<file path="src/rtl/mma_counter_pkg.sv">
// Shared definitions for the multi-channel profiling counter: default sizes,
// channel mode encoding and the lane-offset helper for packed channel buses.
package mma_counter_pkg;

    localparam int DEF_WIDTH    = 32;
    localparam int DEF_CHANNELS = 4;

    typedef enum logic {
        MODE_WRAP = 1'b0,
        MODE_SAT  = 1'b1
    } mode_e;

    // Low bit of channel idx inside a bus packed as [idx*width +: width].
    function automatic int unsigned lane_lo(input int unsigned idx, input int unsigned width);
        return idx * width;
    endfunction

endpackage

</file>
<file path="src/rtl/counter_channel.sv">
// One counter lane: load, up/down step against a programmable limit, wrap or
// saturate at the boundary, terminal-count pulse and sticky overflow flag.
module counter_channel
    import mma_counter_pkg::*;
#(
    parameter int    WIDTH = DEF_WIDTH,
    parameter mode_e MODE  = MODE_WRAP
) (
    input  logic             clk,
    input  logic             reset,
    input  logic             active,
    input  logic             clr,
    input  logic             tick,
    input  logic             en,
    input  logic             up,
    input  logic             load,
    input  logic [WIDTH-1:0] load_val,
    input  logic [WIDTH-1:0] limit,
    input  logic             ovf_clr,
    output logic [WIDTH-1:0] count,
    output logic             tc,
    output logic             ovf
);

    logic [WIDTH-1:0] count_reg, count_next;
    logic             tc_reg, tc_next;
    logic             ovf_reg, ovf_next;
    logic             step;
    logic             at_bound;

    always_comb begin
        count_next = count_reg;
        tc_next    = 1'b0;
        ovf_next   = ovf_reg;
        at_bound   = 1'b0;
        // A load swallows the tick for this lane, so it can never raise a boundary.
        step       = tick & en & ~load;
        if (step) begin
            at_bound = up ? (count_reg >= limit) : (count_reg == '0);
        end
        if (clr) begin
            count_next = '0;
            ovf_next   = 1'b0;
        end else begin
            if (load) begin
                count_next = load_val;
            end else if (step) begin
                if (at_bound) begin
                    count_next = (MODE == MODE_SAT) ? count_reg : (up ? '0 : limit);
                end else begin
                    count_next = up ? count_reg + WIDTH'(1) : count_reg - WIDTH'(1);
                end
            end
            tc_next = at_bound;
            if (at_bound) begin
                ovf_next = 1'b1;
            end else if (ovf_clr) begin
                ovf_next = 1'b0;
            end
        end
    end

    always_ff @(posedge clk or negedge reset) begin
        if (!reset) begin
            count_reg <= '0;
            tc_reg    <= 1'b0;
            ovf_reg   <= 1'b0;
        end else if (active) begin
            count_reg <= count_next;
            tc_reg    <= tc_next;
            ovf_reg   <= ovf_next;
        end
    end

    assign count = count_reg;
    assign tc    = tc_reg;
    assign ovf   = ovf_reg;

endmodule

</file>
<file path="src/rtl/multi_counter.sv">
// CHANNELS independent counters driven by one shared prescaler; reset release
// is synchronised through two flops before any state may change.
module multi_counter
    import mma_counter_pkg::*;
#(
    parameter int                  PRESCALER = 1,
    parameter int                  WIDTH     = DEF_WIDTH,
    parameter int                  CHANNELS  = DEF_CHANNELS,
    parameter logic [CHANNELS-1:0] SATURATE  = '0
) (
    input  logic                      clk,
    input  logic                      reset,
    input  logic                      run,
    input  logic                      clr,
    input  logic [CHANNELS-1:0]       en,
    input  logic [CHANNELS-1:0]       up,
    input  logic [CHANNELS-1:0]       load,
    input  logic [CHANNELS*WIDTH-1:0] load_val,
    input  logic [CHANNELS*WIDTH-1:0] limit,
    input  logic [CHANNELS-1:0]       ovf_clr,
    output logic [CHANNELS*WIDTH-1:0] count,
    output logic [CHANNELS-1:0]       tc,
    output logic [CHANNELS-1:0]       ovf,
    output logic                      tick
);

    localparam int             PW    = $clog2(PRESCALER) + 1;
    localparam logic [PW-1:0]  PLAST = PW'(PRESCALER - 1);

    logic [1:0]    sync_reg;
    logic          active;
    logic [PW-1:0] pcnt_reg;
    logic          tick_reg;
    logic          tick_now;

    assign active   = sync_reg[1];
    assign tick_now = active & run & ~clr & (pcnt_reg == PLAST);

    always_ff @(posedge clk or negedge reset) begin
        if (!reset) begin
            sync_reg <= 2'b00;
            pcnt_reg <= '0;
            tick_reg <= 1'b0;
        end else begin
            sync_reg <= {sync_reg[0], 1'b1};
            if (active) begin
                if (clr) begin
                    pcnt_reg <= '0;
                    tick_reg <= 1'b0;
                end else begin
                    tick_reg <= tick_now;
                    // A stopped prescaler keeps its phase rather than restarting.
                    if (run) begin
                        pcnt_reg <= tick_now ? '0 : pcnt_reg + PW'(1);
                    end
                end
            end
        end
    end

    assign tick = tick_reg;

    generate
        for (genvar gi = 0; gi < CHANNELS; gi++) begin : g_chan
            counter_channel #(
                .WIDTH (WIDTH),
                .MODE  (SATURATE[gi] ? MODE_SAT : MODE_WRAP)
            ) u_chan (
                .clk      (clk),
                .reset    (reset),
                .active   (active),
                .clr      (clr),
                .tick     (tick_now),
                .en       (en[gi]),
                .up       (up[gi]),
                .load     (load[gi]),
                .load_val (load_val[lane_lo(gi, WIDTH) +: WIDTH]),
                .limit    (limit[lane_lo(gi, WIDTH) +: WIDTH]),
                .ovf_clr  (ovf_clr[gi]),
                .count    (count[lane_lo(gi, WIDTH) +: WIDTH]),
                .tc       (tc[gi]),
                .ovf      (ovf[gi])
            );
        end
    endgenerate

endmodule
</file>
<file path="config.mk">
export PLATFORM = sky130hd
export DESIGN_NAME = multi_counter
export DESIGN_NICKNAME = d
export VERILOG_FILES = /design/src/rtl/mma_counter_pkg.sv /design/src/rtl/counter_channel.sv /design/src/rtl/multi_counter.sv
export SDC_FILE = /design/constraint.sdc
export NUM_CORES = 1
export LEC_CHECK = 0
export CORE_ASPECT_RATIO = 1.75
export CORE_MARGIN = 2
export CORE_UTILIZATION = 47
export DETAILED_ROUTE_END_ITERATION = 16
export GPL_ROUTABILITY_DRIVEN = 0
export PLACE_DENSITY = 0.84
export SLEW_MARGIN = 20
export SYNTH_ARGS = -nofsm -noshare
export SYNTH_HDL_FRONTEND = slang
export SYNTH_SLANG_ARGS = --single-unit
</file>
<file path="constraint.sdc">
create_clock -name clk -period 2.9 [get_ports clk]
set_input_delay 0.29 -clock clk [delete_from_list [all_inputs] [get_ports clk]]
set_output_delay 0.29 -clock clk [all_outputs]
set_load 0.02 [all_outputs]
</file>
==> results.txt, run 1 <==
----------------------------------------------------
[Clocking]
  Count of clock tree sinks ... 140
  Number of H-tree levels ... 4
  Buffer depth of the longest clock path ... 2
  Inserted Clock Buffers ... 17
  Cell at the root of the clock tree ... sky130_fd_sc_hd__clkbuf_16

[Run status]
  Error ... [ERROR GRT-0116] Global routing finished with congestion. Check the congestion regions in the DRC Viewer.
  Result of the run ... did not finish
  Failing step ... global routing

[Global route]
  Overall routing resource usage ... just under 60%
  Maximum number of pins on one net before global-route repair ... a little over 60
  Wire length of the first global-routing pass ... around 170000 µm
  GRT overflow ... 33
  Vias in the first global route ... 28400

[Placement]
  Total half-perimeter wirelength after legalization and detailed placement ... around 63000 µm
  Number of input and output port buffers inserted ... about 400

[Die]
  Core Rows ... slightly above 90
  Y dimension of the die ... about 260 µm
  Die outline width ... approximately 150 µm
  Initial cell density of the core ... ~48%
  Boundary Pins ... slightly above 400

[Logic synthesis]
  Async set-reset flop share out of synthesis ... 100%
  Synthesized area per cell ... 7.77 µm²
  EDFF count, synth ... 0
  Yosys cell types ... 88
  Synthesized cell area ... about 17000 µm²
  Sequential-to-total area share from yosys stat ... approximately 20%
  Flop and latch count out of synthesis ... between 100 and 150
  Synthesis warning total ... 0
  Mapped Nets ... approximately 2700
  Gate Count Post-Synth ... approximately 2200
  Most used flip-flop cell after synthesis ... sky130_fd_sc_hd__dfrtp_1

----------------------------------------------------
[routing by layer]
metal	overflow	GRT usage [%]
met5	0	9.87
met4	20	54.7
met3	0	38.3
met2	13	81.5
met1	0	57.1
[synthesized netlist by cell type (10+ instances only)]
cell type	number	area (µm²)
sky130_fd_sc_hd__ha_1	248	3100
sky130_fd_sc_hd__o21ai_0	214	1070
sky130_fd_sc_hd__nand2_1	188	706
sky130_fd_sc_hd__a21oi_1	187	936
sky130_fd_sc_hd__inv_1	162	608
sky130_fd_sc_hd__dfrtp_1	140	3500
sky130_fd_sc_hd__nor2_1	138	518
sky130_fd_sc_hd__a21o_1	113	848
sky130_fd_sc_hd__clkbuf_1	72	270
sky130_fd_sc_hd__xnor2_1	60	526
sky130_fd_sc_hd__nand3_1	42	210
sky130_fd_sc_hd__xor2_1	42	368
sky130_fd_sc_hd__nand2b_1	41	257
sky130_fd_sc_hd__nor3_1	41	205
sky130_fd_sc_hd__a22o_1	39	342
sky130_fd_sc_hd__a31oi_1	39	244
sky130_fd_sc_hd__nand4_1	35	219
sky130_fd_sc_hd__nor4_1	34	213
sky130_fd_sc_hd__a211oi_1	29	218
sky130_fd_sc_hd__nor2b_1	24	150
sky130_fd_sc_hd__o21a_1	22	165
sky130_fd_sc_hd__o31a_1	21	184
sky130_fd_sc_hd__o21bai_1	18	135
sky130_fd_sc_hd__a32o_1	17	170
sky130_fd_sc_hd__buf_2	16	80.1
sky130_fd_sc_hd__and3_1	14	87.6
sky130_fd_sc_hd__a22oi_1	13	97.6
sky130_fd_sc_hd__a311o_1	13	130
sky130_fd_sc_hd__mux2i_1	13	130
sky130_fd_sc_hd__a32oi_1	11	96.3
sky130_fd_sc_hd__o211ai_1	11	82.6
sky130_fd_sc_hd__o21ai_1	11	55.1
sky130_fd_sc_hd__or3_1	11	68.8
sky130_fd_sc_hd__o31ai_1	10	75.1
[kinds of logic after synthesis]
| logic type | Yosys count | share of synthesized area [%] |
|---|---|---|
| AO/OA/AOI/OAI | 837 | 32.0 |
| AND/OR/NAND/NOR | 602 | 16.8 |
| buffers and inverters | 268 | 6.25 |
| adder cells (fa/ha/maj) | 252 | 18.5 |
| flip-flops | 140 | 20.3 |
| XOR/XNOR | 102 | 5.19 |
| multiplexers | 16 | 0.951 |
| other | 1 | 0.0218 |
[per-stage QoR]
step	setup WS, ns	setup TNS (ns)	instance area [µm²]	std cells	utilization [%]
after floorplan	-0.521	-6.87	17600	2218	-
after CTS	-0.222	-4.70	28900	3677	80.2
after global placement	-0.820	-63.99	26300	3570	73.1
after detailed placement	-0.921	-81.41	26300	3570	73.1
[timing repair]
item | in CTS
hold endpoints to repair | 57
hold buffers | 1
pin swaps | 133
resized for setup | 323
setup buffers | 63
setup endpoints to repair | 127
cloned | 12
==> run 2, diff against run 1 <==
- CORE_ASPECT_RATIO: 1.75 -> not set
- CORE_UTILIZATION: 47 -> 35
- PLACE_DENSITY: 0.84 -> not set
- PLACE_DENSITY_LB_ADDON: not set -> 0.15
- clock period: 2.9 -> 3.8 ns (I/O delays scaled with it)
==> run 2 against run 1 <==
Against the previous run: the run now ends clean; synthesized cell count stayed put; synthesized area stayed put.
==> results.txt, run 2 <==
----------------------------------------------------
[Run status]
  Result of the run ... complete, no violations

[Clocking]
  Cells resized by post-CTS repair ... 0 (-100%)
  Setup repair bufs after CTS ... 0 (-100%)
  Number of hold buffers added after CTS ... 1 (unchanged)
  Buffer depth of the longest clock path ... 2 (unchanged)
  Clk slew on worst S/H paths ... about 0.07 ns
  TritonCTS clock tree ... built
  Count of clock tree sinks ... 140 (unchanged)
  Cell at the root of the clock tree ... sky130_fd_sc_hd__clkbuf_16
  Inserted Clock Buffers ... 17 (unchanged)
  Number of H-tree levels ... 4 (unchanged)
  Clock insertion delay at the later pin of the skew report ... 0.50 ns

[Detailed routing]
  Via count ... around 19000
  Post-DR wirelength/cell ... roughly 20 µm
  Routed Wire Length ... 66400 µm
  Number of DRC violations after detailed-routing iteration 0 ... 1370
  Via/cell ratio ... 5.65
  Post-detailed-route count of antenna-violating nets ... 0
  Remaining design rule violation count ... 0
  Count of TritonRoute iterations in the first routing pass ... 8

[Global route]
  GRT overflow ... 0
  Maximum number of pins on one net before global-route repair ... 65
  Wire length of the first global-routing pass ... 104000 µm
  Number of antenna violations at the first check in global routing ... 4
  Overall routing resource usage ... 26.0%
  Vias in the first global route ... around 19000

[Power and ir drop]
  Cell-internal power ... around 4.6 mW
  P per Cell Area ... 334 nW/µm²
  Net switching component of the power ... roughly 3.2 mW
  Combinational share of power ... between 50 and 60%
  Switching part of the total power ... slightly above 40%
  Seq pwr share ... approximately 25%
  Clk pwr share ... roughly a quarter
  Leakage power total ... roughly 11 nW
  Max rail drop VDD ... roughly 340 µV

[Layout]
  Area growth from synthesis to final layout ... 36.1%
  Share of cells above drive strength 1 ... under 10%
  Leading cell type in the layout, fill and taps excluded ... sky130_fd_sc_hd__clkdlybuf4s50_1
  Max FFs per register ... between 100 and 150
  Post-route insts no fill ... about 3400
  Leading cell types in the layout, fill and taps excluded ... 408 x sky130_fd_sc_hd__clkdlybuf4s50_1, 248 x sky130_fd_sc_hd__ha_1, 214 x sky130_fd_sc_hd__o21ai_0
  Fin util ... a little under 50%
  Number of nets at the end of the flow ... ~3200

[Critical path]
  Endpoint type of the worst setup path ... register
  Top fanout value on the critical path ... 24
  Crit path DAT ... ~3.9 ns
  Crit start category ... input pin
  Slowest cell on crit path ... sky130_fd_sc_hd__clkdlybuf4s50_1
  Max incr delay on CP ... 0.48 ns
  Crit path required time ... 4.18 ns
  Worst path cell trace ... clkdlybuf4s50_1, inv_1, buf_12, ha_1, nand2b_1, a21oi_1, o31ai_1, a21oi_1, o311a_1, o21ai_0, o21ai_0, a211oi_1, o21bai_1, xnor2_1, o21ai_0
  Dominant cell type by count on the critical path ... sky130_fd_sc_hd__o21ai_0
  Worst setup path class ... input pin to register

[Logic synthesis]
  Fraction of synthesized cell area taken by the top area cell type ... 20.3% (unchanged)
  Mapped Nets ... 2746 (unchanged)
  Cell types occupying the most area after synthesis ... sky130_fd_sc_hd__dfrtp_1 20%, sky130_fd_sc_hd__ha_1 18%, sky130_fd_sc_hd__o21ai_0 6.2%
  Synthesized cell area ... 17200 µm² (unchanged)
  Gate Count Post-Synth ... 2218 (unchanged)
  Synthesized area per cell ... 7.77 µm² (unchanged)
  EDFF count, synth ... 0 (unchanged)
  Top cell types by occurrence after synthesis ... 248 x sky130_fd_sc_hd__ha_1, 214 x sky130_fd_sc_hd__o21ai_0, 188 x sky130_fd_sc_hd__nand2_1, 187 x sky130_fd_sc_hd__a21oi_1, 162 x sky130_fd_sc_hd__inv_1
  Post-synthesis cell type with the largest combined area ... sky130_fd_sc_hd__dfrtp_1
  Synthesis warning total ... 0 (unchanged)
  Sequential-to-total area share from yosys stat ... 20.3% (unchanged)
  Most used flip-flop cell after synthesis ... sky130_fd_sc_hd__dfrtp_1
  Flop and latch count out of synthesis ... 140 (unchanged)
  Async set-reset flop share out of synthesis ... 100% (unchanged)
  Yosys cell types ... 88 (unchanged)
  Top-count cell post-synth ... sky130_fd_sc_hd__ha_1

[Timing]
  WHS ... between 0.3 and 0.4 ns
  Setup Total Neg Slack ... 0 ns
  Slew at the pin closest to its max-slew limit ... between 0.8 and 0.9 ns
  Unrepaired setup endpoints after global routing ... false
  Final worst setup slack ... approximately 0.30 ns
  Final setup skew ... 0.0120 ns
  Final Max Slew Viols ... 0
  Fmax ... between 200 and 300 MHz
  Total of endpoints with negative setup slack in the final report ... 0
  Clock period minus worst slack ... between 3 and 4 ns
  Ratio of final minimum period to clock period ... between 90% and 100%
  Worst slew slack as a fraction of its limit ... ~41%
  Final-report hold violation count ... 0

[Die]
  Core Rows ... 81 (-12%)
  Boundary Pins ... 413 (unchanged)
  Y dimension of the die ... 226 µm (-12%)
  Die outline width ... 226 µm (+52%)
  Initial cell density of the core ... 35.3% (-12 points)
  Total core area ... a little under 50000 µm²
  Die Area ... between 50000 and 60000 µm²

[Placement]
  Post-Place Cells ... 3313 (-7.2%)
  Total half-perimeter wirelength after legalization and detailed placement ... 51400 µm (-18%)
  Worst slack at placement ... -0.124 ns (+0.797 ns)
  Number of input and output port buffers inserted ... 412 (unchanged)

[Worst hold path]
  Min-Delay Path Class ... register to register

[Job]
  Max-cap violations ... 0

----------------------------------------------------
==> run 2: final cells by class <==
class	instances	area (µm²)
flip-flops and latches	140	3500
fillers	4804	25300
well taps	664	831
diodes	4	10.0
repair buffers	534	5150
clock inverters	9	109
inverters	166	624
clock buffers	23	498
multi-input cells	1810	12700
==> run 2: path summary, 6_finish.rpt <==
check                                           startpoint                         end  slack (ns)  cells past startpoint
worst max-delay path                                 up[0]  g_chan[0].u_chan.count[30]        0.30                     15
worst min-delay path                           sync_reg[0]                 sync_reg[1]        0.36                      0
worst max register to register  g_chan[2].u_chan.count[29]   g_chan[2].u_chan.count[9]        0.40                     13
worst min register to register                 sync_reg[0]                 sync_reg[1]        0.36                      0
max in group asynchronous                            reset  g_chan[1].u_chan.count[19]        2.53                      3
min in group asynchronous                            reset  g_chan[3].u_chan.count[16]        0.39                      2
==> run 2: routing by layer <==
layer	up-vias	GRT usage [%]	share of wire, %
met4	2	8.08	2.1
met5	-	0	0.024
met3	96	5.19	6.2
li1	9120	-	-
met2	631	42.7	46
met1	9086	34.2	45
==> run 2: cell families after synthesis <==
group / Yosys count / share of synthesized area (%)
AOI/OAI and AO/OA: 837 / 32.0
xor gates and xnor gates: 102 / 5.19
adders and majority gates: 252 / 18.5
buffers and inverters: 268 / 6.25
DFF: 140 / 20.3
muxes: 16 / 0.951
other: 1 / 0.0218
and+or+nand+nor: 602 / 16.8
==> run 2: worst max-delay path, delay by kind of cell <==
family	cells	cell delay [ns]
adder cells (fa/ha/maj)	1	0.36
AO/OA/AOI/OAI	9	2.09
XOR/XNOR	1	0.19
buffers and inverters	3	0.73
AND/OR/NAND/NOR	1	0.12
==> run 2: through the flow <==
stage               power, mW  instance area (µm²)
global placement         5.91                22800
CTS                      7.86                23400
floorplan                4.36                17200
detailed placement       5.96                22800
global route             8.36                23400
finish                   7.82                23500
==> run 2: power groups by stage <==
stage / registers [mW] / logic [mW] / clock network (mW)
after floorplan: 2.08 / 2.28 / 0
after global placement: 2.00 / 3.91 / 0
after detailed placement: 2.00 / 3.96 / 0
after CTS: 1.97 / 3.99 / 1.89
after global routing: 2.00 / 4.43 / 1.93
final: 1.98 / 4.00 / 1.84
Power figures use the tool's default switching activity.
